### src/rtl/spi_command_decoder.sv
// spi_command_decoder
// SPI (mode 0) slave front end for the spiking network configuration memory.
// SCLK/MOSI/SS are oversampled in the system_clock domain. Bytes are assembled
// MSB-first and decoded as WRITE (0x01 addr data) or READ (0x02 addr dummy)
// instructions that drive a single-port memory access.
//
// Ports:
//   system_clock          sole clock, rising edge
//   rst_n                 asynchronous active-low reset
//   SCLK, MOSI, SS        raw SPI pins (asynchronous, SS active low)
//   MISO                  registered SPI data out, 0 outside the read data byte
//   mem_addr/mem_wdata    registered memory address / write data
//   mem_we / mem_re       one-cycle write / read strobes (never together)
//   mem_rdata             read data, valid one cycle after mem_re
//   spi_instruction_done  one-cycle pulse when an instruction completes
//   busy                  high from the first opcode bit until back in idle
//
// Build option: define SPI_AUTO_INCREMENT_EN to make further bytes after a
// completed instruction continue writing/reading at consecutive addresses.
module spi_command_decoder #(
  parameter int unsigned ADDR_W = 8,
  parameter int unsigned DATA_W = 8
) (
  input  logic              system_clock,
  input  logic              rst_n,
  input  logic              SCLK,
  input  logic              MOSI,
  input  logic              SS,
  output logic              MISO,
  output logic [ADDR_W-1:0] mem_addr,
  output logic [DATA_W-1:0] mem_wdata,
  output logic              mem_we,
  output logic              mem_re,
  input  logic [DATA_W-1:0] mem_rdata,
  output logic              spi_instruction_done,
  output logic              busy
);

  typedef enum logic [3:0] {
    StIdle, StOpcode, StWAddr, StWData, StWTail,
    StRAddr, StRWait, StRLoad, StRData, StRTail, StIgnore
  } state_e;

  logic r_sclk_meta, r_sclk_sync, r_sclk_dly;
  logic r_mosi_meta, r_mosi_sync;
  logic r_ss_meta, r_ss_sync, r_ss_dly;
  logic [2:0] r_bit_cnt;
  logic [6:0] r_rx;
  state_e r_state;
  logic [DATA_W-1:0] r_tx;
  logic r_miso, r_we, r_re, r_done, r_busy;
  logic [ADDR_W-1:0] r_addr;
  logic [DATA_W-1:0] r_wdata;

  logic w_rise, w_fall, w_ss_fall, w_byte;
  logic [7:0] w_byte_val;
  logic [2:0] w_cnt_d;
  state_e w_state_d;
  logic [DATA_W-1:0] w_tx_d, w_wdata_d;
  logic [ADDR_W-1:0] w_addr_d;
  logic w_miso_d, w_we_d, w_re_d, w_done_d, w_busy_d;

  // SS flops reset to 0 (selected) so that SS already low at reset release is
  // not seen as a falling edge: a transfer in flight is never resumed.
  always_ff @(posedge system_clock or negedge rst_n) begin
    if (!rst_n) begin
      r_sclk_meta <= 1'b0;
      r_sclk_sync <= 1'b0;
      r_sclk_dly  <= 1'b0;
      r_mosi_meta <= 1'b0;
      r_mosi_sync <= 1'b0;
      r_ss_meta   <= 1'b0;
      r_ss_sync   <= 1'b0;
      r_ss_dly    <= 1'b0;
      r_bit_cnt   <= 3'd0;
      r_rx        <= 7'd0;
    end else begin
      r_sclk_meta <= SCLK;
      r_sclk_sync <= r_sclk_meta;
      r_sclk_dly  <= r_sclk_sync;
      r_mosi_meta <= MOSI;
      r_mosi_sync <= r_mosi_meta;
      r_ss_meta   <= SS;
      r_ss_sync   <= r_ss_meta;
      r_ss_dly    <= r_ss_sync;
      r_bit_cnt   <= w_cnt_d;
      if (w_rise) r_rx <= {r_rx[5:0], r_mosi_sync};
    end
  end

  assign w_rise     = r_sclk_sync & ~r_sclk_dly;
  assign w_fall     = ~r_sclk_sync & r_sclk_dly;
  assign w_ss_fall  = ~r_ss_sync & r_ss_dly;
  assign w_byte_val = {r_rx, r_mosi_sync};
  assign w_byte     = w_rise && !r_ss_sync && (r_state != StIdle) && (r_bit_cnt == 3'd7);

  always_comb begin
    w_cnt_d = r_bit_cnt;
    if (r_ss_sync || r_state == StIdle) w_cnt_d = 3'd0;
    else if (w_rise)                    w_cnt_d = r_bit_cnt + 3'd1;
  end

  always_comb begin
    w_state_d = r_state;
    w_addr_d  = r_addr;
    w_wdata_d = r_wdata;
    w_tx_d    = r_tx;
    w_we_d    = 1'b0;
    w_re_d    = 1'b0;
    w_done_d  = 1'b0;
    // Shift only on falls inside a byte; the fall that follows a byte's 8th
    // rise (count back at 0) precedes the first bit of the read data.
    if (r_state == StRData && w_fall && r_bit_cnt != 3'd0) begin
      w_tx_d = {r_tx[DATA_W-2:0], 1'b0};
    end
    unique case (r_state)
      StIdle:   if (w_ss_fall) w_state_d = StOpcode;
      StOpcode: begin
        if (w_byte) begin
          if (w_byte_val == 8'h01)      w_state_d = StWAddr;
          else if (w_byte_val == 8'h02) w_state_d = StRAddr;
          else                          w_state_d = StIgnore;
        end
      end
      StWAddr: begin
        if (w_byte) begin
          w_addr_d  = w_byte_val[ADDR_W-1:0];
          w_state_d = StWData;
        end
      end
      StWData: begin
        if (w_byte) begin
          w_wdata_d = w_byte_val;
          w_we_d    = 1'b1;
          w_done_d  = 1'b1;
          w_state_d = StWTail;
        end
      end
      StWTail: begin
`ifdef SPI_AUTO_INCREMENT_EN
        if (w_byte) begin
          w_addr_d  = r_addr + ADDR_W'(1);
          w_wdata_d = w_byte_val;
          w_we_d    = 1'b1;
          w_done_d  = 1'b1;
        end
`endif
      end
      StRAddr: begin
        if (w_byte) begin
          w_addr_d  = w_byte_val[ADDR_W-1:0];
          w_re_d    = 1'b1;
          w_state_d = StRWait;
        end
      end
      StRWait: w_state_d = StRLoad;  // mem_re is high this cycle
      StRLoad: begin                 // mem_rdata is valid this cycle
        w_tx_d    = mem_rdata;
        w_state_d = StRData;
      end
      StRData: begin
        if (w_byte) begin
          w_done_d = 1'b1;
`ifdef SPI_AUTO_INCREMENT_EN
          // Prefetch the next word so it is ready before the next byte.
          w_addr_d  = r_addr + ADDR_W'(1);
          w_re_d    = 1'b1;
          w_state_d = StRWait;
`else
          w_state_d = StRTail;
`endif
        end
      end
      StRTail, StIgnore: begin
      end
      default: w_state_d = StIdle;
    endcase
    // SS deselect aborts from any state; w_byte is already masked by SS.
    if (r_ss_sync && r_state != StIdle) w_state_d = StIdle;
    w_miso_d = (w_state_d == StRData) ? w_tx_d[DATA_W-1] : 1'b0;
    w_busy_d = (w_state_d != StIdle) && !(w_state_d == StOpcode && w_cnt_d == 3'd0);
  end

  always_ff @(posedge system_clock or negedge rst_n) begin
    if (!rst_n) begin
      r_state <= StIdle;
      r_tx    <= '0;
      r_addr  <= '0;
      r_wdata <= '0;
      r_miso  <= 1'b0;
      r_we    <= 1'b0;
      r_re    <= 1'b0;
      r_done  <= 1'b0;
      r_busy  <= 1'b0;
    end else begin
      r_state <= w_state_d;
      r_tx    <= w_tx_d;
      r_addr  <= w_addr_d;
      r_wdata <= w_wdata_d;
      r_miso  <= w_miso_d;
      r_we    <= w_we_d;
      r_re    <= w_re_d;
      r_done  <= w_done_d;
      r_busy  <= w_busy_d;
    end
  end

  assign MISO                 = r_miso;
  assign mem_addr             = r_addr;
  assign mem_wdata            = r_wdata;
  assign mem_we               = r_we;
  assign mem_re               = r_re;
  assign spi_instruction_done = r_done;
  assign busy                 = r_busy;

endmodule

### config.mk
export PLATFORM = sky130hd
export DESIGN_NAME = spi_command_decoder
export DESIGN_NICKNAME = d
export VERILOG_FILES = /design/src/rtl/spi_command_decoder.sv
export SDC_FILE = /design/constraint.sdc
export NUM_CORES = 1
export LEC_CHECK = 0
export CAP_MARGIN = 20
export CORE_ASPECT_RATIO = 2
export CORE_MARGIN = 2
export CORE_UTILIZATION = 55
export CTS_CLUSTER_DIAMETER = 50
export DETAILED_ROUTE_END_ITERATION = 6
export MAX_ROUTING_LAYER = met4
export PLACE_DENSITY = 0.81
export SYNTH_ARGS = -nofsm -noshare
export SYNTH_HDL_FRONTEND = slang
export SYNTH_SLANG_ARGS = --single-unit
export TNS_END_PERCENT = 1
### constraint.sdc
create_clock -name system_clock -period 3.2 [get_ports system_clock]
set_clock_uncertainty 0.15 [all_clocks]
set_input_delay 0.64 -clock system_clock [delete_from_list [all_inputs] [get_ports system_clock]]
set_output_delay 0.64 -clock system_clock [all_outputs]
set_load 0.02 [all_outputs]
==> flow_metrics.py <==
metrics = {
    "grt": {
        "gr-usage-met3_pct": 4.62,
        "use_met2_pct": 40.2,
        "grt_pass1_vias": 1609,
        "antenna_found_initial": 0,
        "grt_pass1_wl_um": 7530,
        "grtUsageMet1_pct": 22.8,
        "grt_max_degree": 52,
        "top_usage_layer": "met2",
        "grt_overflow": 0,
        "grt_usage_pct": 22.3,
    },
    "power": {
        "power_frac_clock_pct": 31.4,
        "p_int_mw": 1.00,
        "vdd_drop_max_v": 0.000419,
        "p_seq_share_pct": 56.6,
        "power_frac_comb_pct": 12.0,
        "p_per_area_nw_per_um2": 506,
        "power_switching_uw": 363,
        "power.leakage_nw": 1.23,
        "p_sw_share_pct": 26.6,
    },
    "timing": {
        "tns_ns": 0,
        "final.period_utilization_pct": 73.5,
        "setup_violations": 0,
        "slew-limit-headroom_pct": 57.6,
        "final.min_clock_period_ns": 2.35,
        "rsz0062_at_grt": "no",
        "max_freq_ghz": 0.425,
        "final_max_slew_viol_count": 0,
        "hold_violations": 0,
        "worst_pin_slew_ns": 0.633,
    },
    "logic_synthesis": {
        "syn-num-nets": 204,
        "ys_seq_area_share_pct": 57.2,
        "synthDominantCellAreaShare_pct": 57.2,
        "avgSynthCellArea_um2": 11.9,
        "yosysTopAreaCell": "dfrtp_1",
        "ys_seq_elements": 51,
        "ys_types": 42,
        "netlist_instances": 188,
        "synth.area.top_cells": "dfrtp_1, mux2_2, mux2_1, nand2_1, nor2_1",
        "netlist_area_um2": 2230,
        "yosysWarnings": 0,
    },
    "floorplan": {
        "start_util_pct": 57.5,
        "core.rowCount": 32,
        "core_area_um2": 3880,
        "num_io_pins": 34,
        "fp.dieW_um": 49.0,
        "dieHeight_um": 94.1,
        "dieArea_um2": 4610,
    },
    "cts": {
        "worstSkewPairLatency_ns": 0.31,
        "clk_pin_slew_ns": 0.09,
        "cts_setup_buffers": 0,
        "root_buffer": "clkbuf_8",
        "cts_htree_levels": 2,
        "cts.sinks": 51,
        "ctsResizeCount": 0,
        "numCtsBuffers": 5,
        "clock_path_buffers": 2,
        "tritoncts": "built",
        "hold_buffers": 0,
    },
    "worst_setup_path": {
        "r2r_end": "MISO",
        "end_kind": "flop",
        "worstPathMaxFanout": 19,
        "cp.arrival_ns": 2.45,
        "crit_required_ns": 3.30,
        "rr_worst_depth": 5,
        "reg2reg_from": "r_state[3]",
        "worst-setup-path-type": "flop to flop",
        "cp-start-kind": "flop",
        "r2r_slack_ns": 0.85,
    },
    "route": {
        "drtPass1Iterations": 4,
        "via_per_inst": 5.55,
        "vias": 1509,
        "drc": 0,
        "drt_wl_total_um": 4370,
        "wl_per_cell_um": 16.1,
        "antenna_left": 0,
        "drtIter0Drc": 39,
    },
    "finish": {
        "postLayoutCellArea_um2": 2700,
        "utilization_pct": 69.5,
        "syn_to_final_growth_pct": 21.0,
        "n_antenna_cell": 0,
        "fin_nets": 237,
        "final_cell_mix": "dfrtp_1, clkdlybuf4s50_1, nor2_1, nand2_1, mux2_2",
        "final_common_cell": "dfrtp_1",
        "nFillCells": 294,
        "post_route_cells_drive_above_1_share_pct": 14.5,
    },
    "status": {
        "status": "finished, final reports clean",
    },
    "placed_design": {
        "placed_area_um2": 2570,
        "place_congestion": 0.868,
        "dp_hpwl_um": 3170,
        "portBuffers": 33,
    },
    "run": {
        "cap_violations": 0,
    },
    "min_path": {
        "hold_class": "primary input to async pin",
    },
}
cell usage after synthesis (all sizes together):
| library cell | number |
|---|---|
| dfrtp | 51 |
| mux2 | 23 |
| nand2 | 15 |
| nor2 | 15 |
| a21oi | 10 |
| inv | 8 |
| buf | 7 |
| o21ai | 6 |
| a22oi | 5 |
| nor3 | 5 |
| a211oi | 3 |
| clkbuf | 3 |
| ha | 3 |
| nand2b | 3 |
| nand3 | 3 |
| or4 | 3 |
| a2111oi | 2 |
| a31oi | 2 |
| and2b | 2 |
| and3 | 2 |
| mux2i | 2 |
| nand3b | 2 |
| nor4 | 2 |
| a221oi | 1 |
| and4 | 1 |
| and4bb | 1 |
| nand4b | 1 |
| nor4b | 1 |
| nor4bb | 1 |
| o211ai | 1 |
| o221ai | 1 |
| or3 | 1 |
| xnor2 | 1 |
| xor2 | 1 |
per-layer routing:
metal / wire (um) / vias to the layer above
met5: 0 / -
met4: 110 / 0
met3: 176 / 9
met2: 2490 / 40
met1: 1600 / 730
li1: - / 730
worst max-delay path: stages (launching register included):
cell and delay [ns]:
dfrtp_1 0.71, nor4bb_1 0.25, and3_1 0.39, nor2_1 0.18
a221oi_1 0.36, and4_1 0.25
state kept, by name, summed over array words and instances, names as in the netlist:
| signal | cells |
|---|---|
| mem_addr | 8 |
| mem_wdata | 8 |
| r_tx | 8 |
| r_rx | 7 |
| r_state | 4 |
| r_bit_cnt | 3 |
| MISO | 1 |
| busy | 1 |
| mem_re | 1 |
| mem_we | 1 |
| r_mosi_meta | 1 |
| r_mosi_sync | 1 |
| r_sclk_dly | 1 |
| r_sclk_meta | 1 |
| r_sclk_sync | 1 |
| r_ss_dly | 1 |
| r_ss_meta | 1 |
| r_ss_sync | 1 |
| spi_instruction_done | 1 |
per-stage QoR:
stage / cells / hold WS (ns) / worst slack [ns] / total power [mW]
6_report: 272 / 0.110 / 0.847 / 1.37
5_1_grt: 272 / 0.140 / 0.667 / 1.43
4_1_cts: 271 / 0.205 / 0.826 / 1.38
3_5_place_dp: 264 / 0.185 / 0.855 / 0.944
3_3_place_gp: 264 / 0.183 / 0.911 / 0.934
2_1_floorplan: 188 / 0.181 / 1.14 / 0.883
cell type report:
| class | instances | area [um2] | area share, % |
|---|---|---|---|
| Multi-Input combinational cell | 119 | 863 | 32.0 |
| Timing Repair Buffer | 36 | 360 | 13.3 |
| Tap cell | 51 | 63.8 | 2.36 |
| Clock inverter | 2 | 37.5 | 1.39 |
| Clock buffer | 5 | 68.8 | 2.55 |
| Sequential cell | 51 | 1280 | 47.3 |
| Inverter | 8 | 30.0 | 1.11 |
power by group through the flow:
stage / combinational (mW) / clock, mW / sequential, mW
after floorplan: 0.142 / 0 / 0.741
after global placement: 0.155 / 0 / 0.779
after detailed placement: 0.161 / 0 / 0.783
after CTS: 0.163 / 0.441 / 0.771
after global routing: 0.185 / 0.464 / 0.784
final: 0.164 / 0.429 / 0.772
worst max-delay path by stage:
stage	from	end	slack, ns	cells after the start
2_1_floorplan	r_bit_cnt[0]	MISO	1.14	7
3_3_place_gp	r_sclk_dly	mem_wdata[6]	0.91	5
3_5_place_dp	r_sclk_dly	mem_wdata[7]	0.86	5
4_1_cts	r_sclk_dly	mem_wdata[3]	0.83	5
5_1_grt	r_state[3]	MISO	0.67	5
6_report	r_state[3]	MISO	0.85	5
cells by family after synthesis:
group / count (synthesis) / synth area share (%)
muxes: 25 / 12.5
and+or+nand+nor: 58 / 14.8
buffers and inverters: 18 / 4.15
AOI/OAI and AO/OA: 31 / 8.91
DFF: 51 / 57.2
adders and majority gates: 3 / 1.68
xor gates and xnor gates: 2 / 0.785
Note: power is estimated with default switching activity, not from simulation.
